--- config.mk ---
export PLATFORM = sky130hd
export DESIGN_NAME = apb_master_flat
export DESIGN_NICKNAME = d
export VERILOG_FILES = /design/src/rtl/apb_master_pkg.sv /design/src/rtl/apb_master_if.sv /design/src/rtl/apb_master_cmd_fifo.sv /design/src/rtl/apb_master.sv /design/src/flat_wrapper.sv
export SDC_FILE = /design/constraint.sdc
export NUM_CORES = 1
export LEC_CHECK = 0
export ABC_AREA = 1
export BUFFER_PORTS_ARGS = -buffer_cell sky130_fd_sc_hd__clkbuf_2
export CORE_MARGIN = 2
export CORE_UTILIZATION = 50
export DETAILED_ROUTE_END_ITERATION = 8
export PLACE_DENSITY = 0.82
export RECOVER_POWER = 100
export SETUP_SLACK_MARGIN = 0.05
export SLEW_MARGIN = 30
export SYNTH_ARGS = -nofsm -noshare
export SYNTH_HDL_FRONTEND = slang
export SYNTH_HIERARCHICAL = 1
export SYNTH_SLANG_ARGS = --single-unit
--- constraint.sdc ---
create_clock -name clk -period 4.7 [get_ports clk]
set_input_delay 0.705 -clock clk [delete_from_list [all_inputs] [get_ports clk]]
set_output_delay 0.705 -clock clk [all_outputs]
set_load 0.005 [all_outputs]
--- src/rtl/apb_master_pkg.sv ---
// Shared types for the APB3 requester: FSM state encoding, command record and default widths.
package apb_master_pkg;

    localparam int APB_ADDR_W = 8;
    localparam int APB_DATA_W = 32;

    typedef enum logic [1:0] {
        IDLE   = 2'd0,
        SETUP  = 2'd1,
        ACCESS = 2'd2
    } apb_state_e;

    typedef struct packed {
        logic                  write;
        logic [APB_ADDR_W-1:0] addr;
        logic [APB_DATA_W-1:0] wdata;
    } apb_cmd_t;

endpackage

--- src/rtl/apb_master_if.sv ---
// Command/response port plus APB3 bus of the requester, grouped as one interface.
interface apb_master_if #(
    parameter int ADDR_W = 8,
    parameter int DATA_W = 32
);
    logic              cmd_valid;
    logic              cmd_ready;
    logic              cmd_write;
    logic [ADDR_W-1:0] cmd_addr;
    logic [DATA_W-1:0] cmd_wdata;

    logic              rsp_valid;
    logic [DATA_W-1:0] rsp_rdata;
    logic              rsp_err;

    logic [ADDR_W-1:0] paddr;
    logic              psel;
    logic              penable;
    logic              pwrite;
    logic [DATA_W-1:0] pwdata;
    logic [DATA_W-1:0] prdata;
    logic              pready;
    logic              pslverr;

    modport master (
        input  cmd_valid, cmd_write, cmd_addr, cmd_wdata,
        input  prdata, pready, pslverr,
        output cmd_ready, rsp_valid, rsp_rdata, rsp_err,
        output paddr, psel, penable, pwrite, pwdata
    );

    modport slave (
        output cmd_valid, cmd_write, cmd_addr, cmd_wdata,
        output prdata, pready, pslverr,
        input  cmd_ready, rsp_valid, rsp_rdata, rsp_err,
        input  paddr, psel, penable, pwrite, pwdata
    );

endinterface

--- src/rtl/apb_master_cmd_fifo.sv ---
// Synchronous command FIFO with show-ahead read port; pointers carry a wrap bit for full/empty.
module apb_cmd_fifo
    import apb_master_pkg::*;
#(
    parameter int DEPTH = 4
) (
    input  logic     clk,
    input  logic     rst_n,
    input  logic     i_push,
    input  apb_cmd_t i_data,
    input  logic     i_pop,
    output apb_cmd_t o_data,
    output logic     o_full,
    output logic     o_empty
);
    localparam int PTR_W = $clog2(DEPTH);

    apb_cmd_t         r_mem [DEPTH];
    logic [PTR_W:0]   r_wr_ptr;
    logic [PTR_W:0]   r_rd_ptr;
    logic             w_do_push;
    logic             w_do_pop;

    assign o_empty   = (r_wr_ptr == r_rd_ptr);
    assign o_full    = (r_wr_ptr[PTR_W] != r_rd_ptr[PTR_W]) &&
                       (r_wr_ptr[PTR_W-1:0] == r_rd_ptr[PTR_W-1:0]);
    assign w_do_push = i_push && !o_full;
    assign w_do_pop  = i_pop && !o_empty;
    assign o_data    = r_mem[r_rd_ptr[PTR_W-1:0]];

    // Storage carries no reset; only the pointers define what is valid.
    always_ff @(posedge clk) begin
        if (w_do_push) begin
            r_mem[r_wr_ptr[PTR_W-1:0]] <= i_data;
        end
    end

    always_ff @(posedge clk or negedge rst_n) begin
        if (!rst_n) begin
            r_wr_ptr <= '0;
            r_rd_ptr <= '0;
        end else begin
            if (w_do_push) begin
                r_wr_ptr <= r_wr_ptr + 1'b1;
            end
            if (w_do_pop) begin
                r_rd_ptr <= r_rd_ptr + 1'b1;
            end
        end
    end

endmodule

--- src/rtl/apb_master.sv ---
// APB3 requester: buffered valid/ready commands issued as SETUP/ACCESS transfers, one-cycle response pulse.
// Optional macro APB_MASTER_TIMEOUT_EN aborts an ACCESS phase after TIMEOUT_CYC wait cycles.
module apb_master
    import apb_master_pkg::*;
#(
    parameter int ADDR_W      = APB_ADDR_W,
    parameter int DATA_W      = APB_DATA_W,
    parameter int FIFO_DEPTH  = 4,
    parameter int TIMEOUT_CYC = 16
) (
    input  logic         clk,
    input  logic         rst_n,
    apb_master_if.master bus
);
    localparam logic [1:0] ST_IDLE   = IDLE;
    localparam logic [1:0] ST_SETUP  = SETUP;
    localparam logic [1:0] ST_ACCESS = ACCESS;

    logic [1:0]        r_state;
    logic              r_psel;
    logic              r_penable;
    logic              r_pwrite;
    logic [ADDR_W-1:0] r_paddr;
    logic [DATA_W-1:0] r_pwdata;
    logic              r_rsp_valid;
    logic [DATA_W-1:0] r_rsp_rdata;
    logic              r_rsp_err;

    apb_cmd_t          w_push_cmd;
    apb_cmd_t          w_pop_cmd;
    logic              w_fifo_full;
    logic              w_fifo_empty;
    logic              w_push;
    logic              w_pop;
    logic              w_done;
    logic              w_abort;

    assign bus.cmd_ready = !w_fifo_full;
    assign w_push        = bus.cmd_valid && !w_fifo_full;

    always_comb begin
        w_push_cmd       = '0;
        w_push_cmd.write = bus.cmd_write;
        w_push_cmd.addr  = APB_ADDR_W'(bus.cmd_addr);
        w_push_cmd.wdata = APB_DATA_W'(bus.cmd_wdata);
    end

    apb_cmd_fifo #(
        .DEPTH (FIFO_DEPTH)
    ) u_fifo (
        .clk     (clk),
        .rst_n   (rst_n),
        .i_push  (w_push),
        .i_data  (w_push_cmd),
        .i_pop   (w_pop),
        .o_data  (w_pop_cmd),
        .o_full  (w_fifo_full),
        .o_empty (w_fifo_empty)
    );

`ifdef APB_MASTER_TIMEOUT_EN
    localparam int TO_W = $clog2(TIMEOUT_CYC + 1);

    logic [TO_W-1:0] r_to_cnt;

    always_ff @(posedge clk or negedge rst_n) begin
        if (!rst_n) begin
            r_to_cnt <= '0;
        end else if (r_state == ST_SETUP) begin
            r_to_cnt <= '0;
        end else if (r_state == ST_ACCESS && !bus.pready) begin
            r_to_cnt <= r_to_cnt + 1'b1;
        end
    end

    // Fires on the TIMEOUT_CYC-th stalled ACCESS cycle; the slave is abandoned after it.
    assign w_abort = (r_state == ST_ACCESS) && !bus.pready &&
                     (r_to_cnt == TO_W'(TIMEOUT_CYC - 1));
`else
    assign w_abort = 1'b0;
`endif

    assign w_done = (r_state == ST_ACCESS) && (bus.pready || w_abort);
    assign w_pop  = !w_fifo_empty && ((r_state == ST_IDLE) || w_done);

    always_ff @(posedge clk or negedge rst_n) begin
        if (!rst_n) begin
            r_state   <= ST_IDLE;
            r_psel    <= 1'b0;
            r_penable <= 1'b0;
            r_pwrite  <= 1'b0;
            r_paddr   <= '0;
            r_pwdata  <= '0;
        end else begin
            case (r_state)
                ST_IDLE: begin
                    r_state <= ST_IDLE;
                end
                ST_SETUP: begin
                    r_penable <= 1'b1;
                    r_state   <= ST_ACCESS;
                end
                ST_ACCESS: begin
                    if (w_done) begin
                        r_penable <= 1'b0;
                        if (w_fifo_empty) begin
                            r_psel  <= 1'b0;
                            r_state <= ST_IDLE;
                        end
                    end
                end
                default: begin
                    r_psel    <= 1'b0;
                    r_penable <= 1'b0;
                    r_state   <= ST_IDLE;
                end
            endcase
            // A pop always starts a new SETUP; psel stays high across back-to-back transfers.
            if (w_pop) begin
                r_state   <= ST_SETUP;
                r_psel    <= 1'b1;
                r_penable <= 1'b0;
                r_pwrite  <= w_pop_cmd.write;
                r_paddr   <= ADDR_W'(w_pop_cmd.addr);
                r_pwdata  <= w_pop_cmd.write ? DATA_W'(w_pop_cmd.wdata) : '0;
            end
        end
    end

    always_ff @(posedge clk or negedge rst_n) begin
        if (!rst_n) begin
            r_rsp_valid <= 1'b0;
            r_rsp_rdata <= '0;
            r_rsp_err   <= 1'b0;
        end else begin
            r_rsp_valid <= w_done;
            if (w_done) begin
                r_rsp_err   <= w_abort ? 1'b1 : bus.pslverr;
                r_rsp_rdata <= (w_abort || r_pwrite) ? '0 : bus.prdata;
            end
        end
    end

    assign bus.psel      = r_psel;
    assign bus.penable   = r_penable;
    assign bus.pwrite    = r_pwrite;
    assign bus.paddr     = r_paddr;
    assign bus.pwdata    = r_pwdata;
    assign bus.rsp_valid = r_rsp_valid;
    assign bus.rsp_rdata = r_rsp_rdata;
    assign bus.rsp_err   = r_rsp_err;

endmodule
--- src/flat_wrapper.sv ---
// flat-port wrapper written by rule: the top's interface ports become plain ports
module apb_master_flat import apb_master_pkg::*;
#(
    parameter int ADDR_W      = APB_ADDR_W,
    parameter int DATA_W      = APB_DATA_W,
    parameter int FIFO_DEPTH  = 4,
    parameter int TIMEOUT_CYC = 16
)
  (clk, rst_n, bus_cmd_valid, bus_cmd_write, bus_cmd_addr, bus_cmd_wdata, bus_prdata, bus_pready, bus_pslverr, bus_cmd_ready, bus_rsp_valid, bus_rsp_rdata, bus_rsp_err, bus_paddr, bus_psel, bus_penable, bus_pwrite, bus_pwdata);
  apb_master_if #(.ADDR_W(ADDR_W), .DATA_W(DATA_W)) bus_i ();
  input  logic clk;
  input  logic rst_n;
  input wire logic [$bits(bus_i.cmd_valid)-1:0] bus_cmd_valid;
  input wire logic [$bits(bus_i.cmd_write)-1:0] bus_cmd_write;
  input wire logic [$bits(bus_i.cmd_addr)-1:0] bus_cmd_addr;
  input wire logic [$bits(bus_i.cmd_wdata)-1:0] bus_cmd_wdata;
  input wire logic [$bits(bus_i.prdata)-1:0] bus_prdata;
  input wire logic [$bits(bus_i.pready)-1:0] bus_pready;
  input wire logic [$bits(bus_i.pslverr)-1:0] bus_pslverr;
  output wire logic [$bits(bus_i.cmd_ready)-1:0] bus_cmd_ready;
  output wire logic [$bits(bus_i.rsp_valid)-1:0] bus_rsp_valid;
  output wire logic [$bits(bus_i.rsp_rdata)-1:0] bus_rsp_rdata;
  output wire logic [$bits(bus_i.rsp_err)-1:0] bus_rsp_err;
  output wire logic [$bits(bus_i.paddr)-1:0] bus_paddr;
  output wire logic [$bits(bus_i.psel)-1:0] bus_psel;
  output wire logic [$bits(bus_i.penable)-1:0] bus_penable;
  output wire logic [$bits(bus_i.pwrite)-1:0] bus_pwrite;
  output wire logic [$bits(bus_i.pwdata)-1:0] bus_pwdata;
  assign bus_i.cmd_valid = bus_cmd_valid;
  assign bus_i.cmd_write = bus_cmd_write;
  assign bus_i.cmd_addr = bus_cmd_addr;
  assign bus_i.cmd_wdata = bus_cmd_wdata;
  assign bus_i.prdata = bus_prdata;
  assign bus_i.pready = bus_pready;
  assign bus_i.pslverr = bus_pslverr;
  assign bus_cmd_ready = bus_i.cmd_ready;
  assign bus_rsp_valid = bus_i.rsp_valid;
  assign bus_rsp_rdata = bus_i.rsp_rdata;
  assign bus_rsp_err = bus_i.rsp_err;
  assign bus_paddr = bus_i.paddr;
  assign bus_psel = bus_i.psel;
  assign bus_penable = bus_i.penable;
  assign bus_pwrite = bus_i.pwrite;
  assign bus_pwdata = bus_i.pwdata;
  apb_master #(.ADDR_W(ADDR_W), .DATA_W(DATA_W), .FIFO_DEPTH(FIFO_DEPTH), .TIMEOUT_CYC(TIMEOUT_CYC)) u_core (.clk(clk), .rst_n(rst_n), .bus(bus_i));
endmodule
Word-level counts from Yosys, hierarchy flattened
Memories as Yosys holds them, arrays and structs flattened.
Index checks and enable logic that the tools add are counted.
{"block": "totals", "ramBits": 164, "latch_bits": 0, "reg_bits": 85, "mem_count": 1, "romBits": 0, "wordCells": 52}
{"block": "op_classes", "n_div": 0, "order_cmp": 0, "bitwise": 0, "n_mul": 0, "eq_ne": 9, "n_addsub": 2, "shift": 0, "reduce_logical": 14, "n_mux": 15}
{"memory": "u_core.u_fifo.r_mem", "words": 4, "width": 41, "rd": 1, "rd_clocked_by_memory_dff": 0, "wr": 1, "line_no": "apb_master_cmd_fifo.sv:18", "text": "apb_cmd_t r_mem [DEPTH];"}
{"operator": "two-way mux 32 bit", "n": 2}
{"operator": "two-way mux 1 bit", "n": 7}
{"operator": "adder 3 x 1 -> 3 bit, second input constant", "n": 2}
{"operator": "logical AND 1 bit", "n": 6}
{"operator": "two-way mux 2 bit", "n": 3}
{"operator": "!= test 3 x 2 -> 1 bit, second input constant", "n": 2}
{"operator": "one-hot mux 2 bit (2 select lines)", "n": 1}
{"operator": "AND reduction 2 bit", "n": 2}
{"operator": "equality test 3 bit", "n": 1}
{"operator": "one-hot mux 1 bit (3 select lines)", "n": 1}
{"operator": "AND reduction 3 bit", "n": 1}
{"operator": "equality test 2 x 1 -> 1 bit, second input constant", "n": 1}
{"operator": "equality test 2 bit", "n": 1}
{"operator": "equality test 2 bit, second input constant", "n": 1}
{"operator": "logical NOT 1 bit", "n": 2}
{"operator": "logical NOT 2 bit", "n": 1}
{"operator": "!= test 2 x 1 -> 1 bit, second input constant", "n": 1}
{"operator": "!= test 2 bit, second input constant", "n": 1}
{"operator": "one-hot mux 1 bit (2 select lines)", "n": 1}
{"operator": "OR reduction 2 bit", "n": 1}
{"operator": "logical OR 1 bit", "n": 1}
{"operator": "!= test 1 bit", "n": 1}

Depth between registers and ports, before layout
{"block": "logic_depth", "word_depth": 7, "ltp_mapped": 13, "ltp_nobuf": 11}

Hierarchy
The synthesis kept the hierarchy.
{"mod": "apb_cmd_fifo", "instances": 1, "seq_area_each_um2": 5074.9, "area_each_um2": 6540.0, "cells_each": 458}
{"mod": "apb_master", "instances": 1, "seq_area_each_um2": 1976.9, "area_each_um2": 3479.6, "cells_each": 416}

Worst setup path after synthesis
Ideal clock, no wire load.
{"block": "synth_timing", "path_kind": "reg2reg", "start": "reg u_core.u_fifo.r_rd_ptr[0]", "end": "mem u_core/u_fifo/r_mem[0][0] (netlist name), enable pin", "slack_ps": 1371, "t_arrival_ps": 2890, "setup_time_ps": 439, "period_less_slack_ps": 3329, "n_path_buf": 1, "stages_incl_launch_ff": 10, "required_time_ps": 4261, "path_cell_list": "dfrtp_1 > buf_6 > inv_2 > nand2_1 > nand2_2 > nand3_4 > inv_2 > nor2_1 > nand2_2 > nor2_1"}
{"block": "synth_between", "elab_chain_len": 7}
{"item": "from (decl)", "line_no": "apb_master_cmd_fifo.sv:20", "text": "logic [PTR_W:0] r_rd_ptr;"}
{"item": "from (signal assigned)", "line_no": "apb_master_cmd_fifo.sv:47", "text": "r_rd_ptr <= r_rd_ptr + 1'b1;"}
{"item": "equality test 2 bit", "line_no": "apb_master_cmd_fifo.sv:26", "text": "(r_wr_ptr[PTR_W-1:0] == r_rd_ptr[PTR_W-1:0]);"}
{"item": "logical AND 1 bit", "line_no": "apb_master_cmd_fifo.sv:25", "text": "assign o_full = (r_wr_ptr[PTR_W] != r_rd_ptr[PTR_W]) &&"}
{"item": "via u_core.w_fifo_full", "line_no": "apb_master.sv:31", "text": "logic w_fifo_full;"}
{"item": "logical NOT 1 bit", "line_no": "apb_master.sv:39", "text": "assign w_push = bus.cmd_valid && !w_fifo_full;"}
{"item": "logical AND 1 bit", "line_no": "apb_master.sv:39"}
{"item": "via u_core.w_push", "line_no": "apb_master.sv:33", "text": "logic w_push;"}
{"item": "logical AND 1 bit", "line_no": "apb_master_cmd_fifo.sv:27", "text": "assign w_do_push = i_push && !o_full;"}
{"item": "two-way mux 1 bit", "line_no": "apb_master_cmd_fifo.sv:33", "text": "if (w_do_push) begin"}
{"item": "two-way mux 1 bit (implied by the code)", "line_no": "apb_master_cmd_fifo.sv:34", "text": "r_mem[r_wr_ptr[PTR_W-1:0]] <= i_data;"}
{"item": "to (decl)", "line_no": "apb_master_cmd_fifo.sv:18"}
The timed path passes the listed nets, and every way through them passes these cells.

Final worst setup path
{"block": "layout_timing", "start": "reg u_core.u_fifo.r_rd_ptr[0]", "end": "mem u_core/u_fifo/r_mem[0][22] (netlist name), enable pin"}
Same word-level chain as after synthesis.

==> results.sh <==
export IMPL_grt_pass1_wl_um=35380
export IMPL_drt_iter0_drc=589
export IMPL_synth_seq_area_share=0.7038
export IMPL_rsz0062_at_grt="no"
export IMPL_crit_arrival_ns=4.16
export IMPL_critical_path_top_delay_family="simple AND/OR/NAND/NOR gates"
export IMPL_h_tree_depth=1
export IMPL_boundaryPins=156
export IMPL_clkTransAtPathRegs_ns=0.06
export IMPL_ant_nets=0
export IMPL_yosysWarnings=6
export IMPL_cap_violations=3
export IMPL_root_buffer="clkbuf_16"
export IMPL_final_hold_viol_count=0
export IMPL_worstHoldStart="bus_pslverr"
export IMPL_final_cell_mix="nand2_1 (204), edfxtp_1 (164), nor2_1 (86), clkbuf_2 (84)"
export IMPL_track_usage=0.2057
export IMPL_required_ns=4.94
export IMPL_synth_seq_cells=249
export IMPL_cts_setup_buffers=0
export IMPL_critPathBufInv=4
export IMPL_cp_max_fo=34
export IMPL_antenna_cells=0
export IMPL_critPathKind="reg2reg"
export IMPL_initial_utilization=0.5115
export IMPL_power_mw=8.044
export IMPL_r2r_end="u_core/u_fifo/r_mem[0][22]"
export IMPL_stdcell_count=1298
export IMPL_clock_sinks=249
export IMPL_die_area_um2=21190
export IMPL_drtPass1Iterations=7
export IMPL_synthesis_area_um2=10020
export IMPL_worst_pin_slew_ns=2.486
export IMPL_fin_tns_setup_ns=0
export IMPL_layout_commonest_cell="nand2_1"
export IMPL_grt_overflow=0
export IMPL_failed_checks="max-capacitance violations, max-slew violations"
export IMPL_fillers=1572
export IMPL_run_status="finished, violations left"
export IMPL_vias=6905
export IMPL_ys_types=25
export IMPL_slowest_delay_ns=1.13
export IMPL_wl_um=22210
export IMPL_ys_flop_type="edfxtp_1"
export IMPL_io_buffer_count=155
export IMPL_holdPathEnd="u_core/bus.rsp_err"
export IMPL_fmax_mhz=255.1
export IMPL_place_hpwl_um=13440
export IMPL_hold_path_class="in2reg"
export IMPL_fin_worst_skew_ns=0.01766
export IMPL_rows=51
export IMPL_core_area_um2=19590
export IMPL_worstSkewPairLatency_ns=0.53
export IMPL_cts_buffers=25
export IMPL_cts_tree="yes"
export IMPL_grt_pass1_vias=6932
export IMPL_synth_edf_count=164
export IMPL_drcViolationCount=0
export IMPL_crit_slowest_cell="nor2_1"
export IMPL_antenna_found_initial=0
export IMPL_r2r_setup_slack_ns=0.78
export IMPL_synthCells=874
export IMPL_fin_crit_sh=0.8341
export IMPL_r2r_start="u_core/u_fifo/r_rd_ptr[0]"
export IMPL_critPathCaptureType="register"
export IMPL_cts_resized=0
export IMPL_area_growth_pct=15.83
export IMPL_synth_nets=957
export IMPL_die_h_um=145.6
export IMPL_place_inst=1252
export IMPL_dpl_worst_slack_ns=1.340
export IMPL_wire_per_inst_um=17.11
export IMPL_avgViaCountPerCell=5.320
export IMPL_async_flop_share=0.3414
export IMPL_cts_buffer_depth=3
export IMPL_hold_buffers=0
export IMPL_fp_dieW_um=145.6
export IMPL_drive_gt1_frac=0.1404
export IMPL_irDropWorstVdd_v=0.0003841
export IMPL_setup_ws_ns=0.7796
export IMPL_gp_congestion=0.7748
export IMPL_p_per_area_nw_per_um2=693.1
export IMPL_fin_nets=1097
export IMPL_p_leak_nw=4.968
export IMPL_startpoint="u_core/u_fifo/r_rd_ptr[0]"
export IMPL_cpMostUsedCell="nand2_1"
export IMPL_whs_path_depth=3
export IMPL_min_period_ns=3.920
export IMPL_slew_headroom=-0.6571
export IMPL_cp_start_kind="register"
export IMPL_final_setup_viol_count=0
export IMPL_grt_max_degree=85
export IMPL_reg2regPathDepth=10
export IMPL_synth_area_per_cell_um2=11.46
export IMPL_cp_cell_sequence="inv_1 > nand2_1 > nand2_1 > nand3_1 > clkinv_1 > nor2_1 > nand2_1 > nor2_1 > buf_16 > buf_16"
export IMPL_slew_violations=141
[cells by family after synthesis]
| logic type | after synthesis | synth area share |
|---|---|---|
| buf+inv | 109 | 0.05445 |
| compound gates | 158 | 0.09004 |
| simple gates | 351 | 0.1430 |
| flops | 249 | 0.7038 |
| xor+xnor | 2 | 0.002498 |
| fa+ha+maj | 5 | 0.006244 |
[routing by layer]
layer | GRT usage | part of all wire
met3 | 0.03511 | 0.076
met5 | 0 | 0
met1 | 0.2775 | 0.42
met2 | 0.3488 | 0.48
met4 | 0.05588 | 0.018
[cell usage after synthesis (5+ instances only)]
| library cell | instances | area, um^2 |
|---|---|---|
| o21ai_0 | 53 | 265.3 |
| o22ai_1 | 41 | 256.5 |
| nand2_2 | 13 | 81.33 |
| buf_2 | 18 | 90.09 |
| nor2_1 | 86 | 322.8 |
| o21ai_1 | 49 | 245.2 |
| o21ai_2 | 13 | 113.9 |
| nand2_1 | 201 | 754.5 |
| dfrtp_1 | 85 | 2127 |
| inv_2 | 5 | 18.77 |
| ha_1 | 5 | 62.56 |
| nand3_1 | 48 | 240.2 |
| clkbuf_1 | 19 | 71.32 |
| buf_6 | 15 | 168.9 |
| inv_1 | 50 | 187.7 |
| edfxtp_1 | 164 | 4925 |
[area by class of cell]
class                   count  area, um^2  share of cell area
clock inverters            11       101.3            0.008732
inverters                  56       210.2             0.01811
well taps                 265       331.6             0.02857
clock buffers              35       683.2             0.05886
repair buffers            166       858.3             0.07395
flip-flops and latches    249        7054              0.6078
multi-input cells         516        2367              0.2040
[worst register-to-register path, delay by kind of cell, from the launching register on]
family / cells / cell delay [ns]
flip-flops: 1 / 0.38
buffers and inverters: 4 / 1.02
AND/OR/NAND/NOR: 6 / 2.23
[where the power goes]
part	switching [mW]	internal [mW]
clock network	0.808	1.08
logic	1.88	0.934
registers	0.313	3.03
total	3.00	5.05
[flip-flops by register name, summed over array words and instances, names as in the netlist]
signal / count
u_core/bus.rsp_valid: 1
u_core/u_fifo/r_mem: 164
u_core/bus.rsp_rdata: 32
u_core/bus.rsp_err: 1
u_core/bus.pwrite: 1
u_core/bus.psel: 1
u_core/u_fifo/r_wr_ptr: 3
u_core/bus.penable: 1
u_core/r_state: 2
u_core/bus.paddr: 8
u_core/u_fifo/r_rd_ptr: 3
u_core/bus.pwdata: 32
[stage by stage]
stage               hold WS [ns]    util  instance area, um^2
floorplan                 0.4094       -                10020
global placement          0.4525  0.5553                10880
detailed placement        0.4580  0.5624                11020
CTS                       0.1296  0.6025                11800
global route              0.3686  0.5925                11610
finish                    0.3885  0.5925                11610
[worst max path at each step]
| stage | end | slack (ns) | cells after the start |
|---|---|---|---|
| after floorplan | u_core/u_fifo/r_mem[0][0] | 1.37 | 9 |
| after global placement | u_core/u_fifo/r_rd_ptr[1] | 1.42 | 9 |
| after detailed placement | u_core/u_fifo/r_rd_ptr[1] | 1.34 | 9 |
| after CTS | u_core/u_fifo/r_rd_ptr[1] | 1.32 | 9 |
| after global routing | u_core/u_fifo/r_mem[0][24] | 0.59 | 10 |
| final | u_core/u_fifo/r_mem[0][22] | 0.78 | 10 |
No activity file was read; power rests on OpenSTA's default activity.
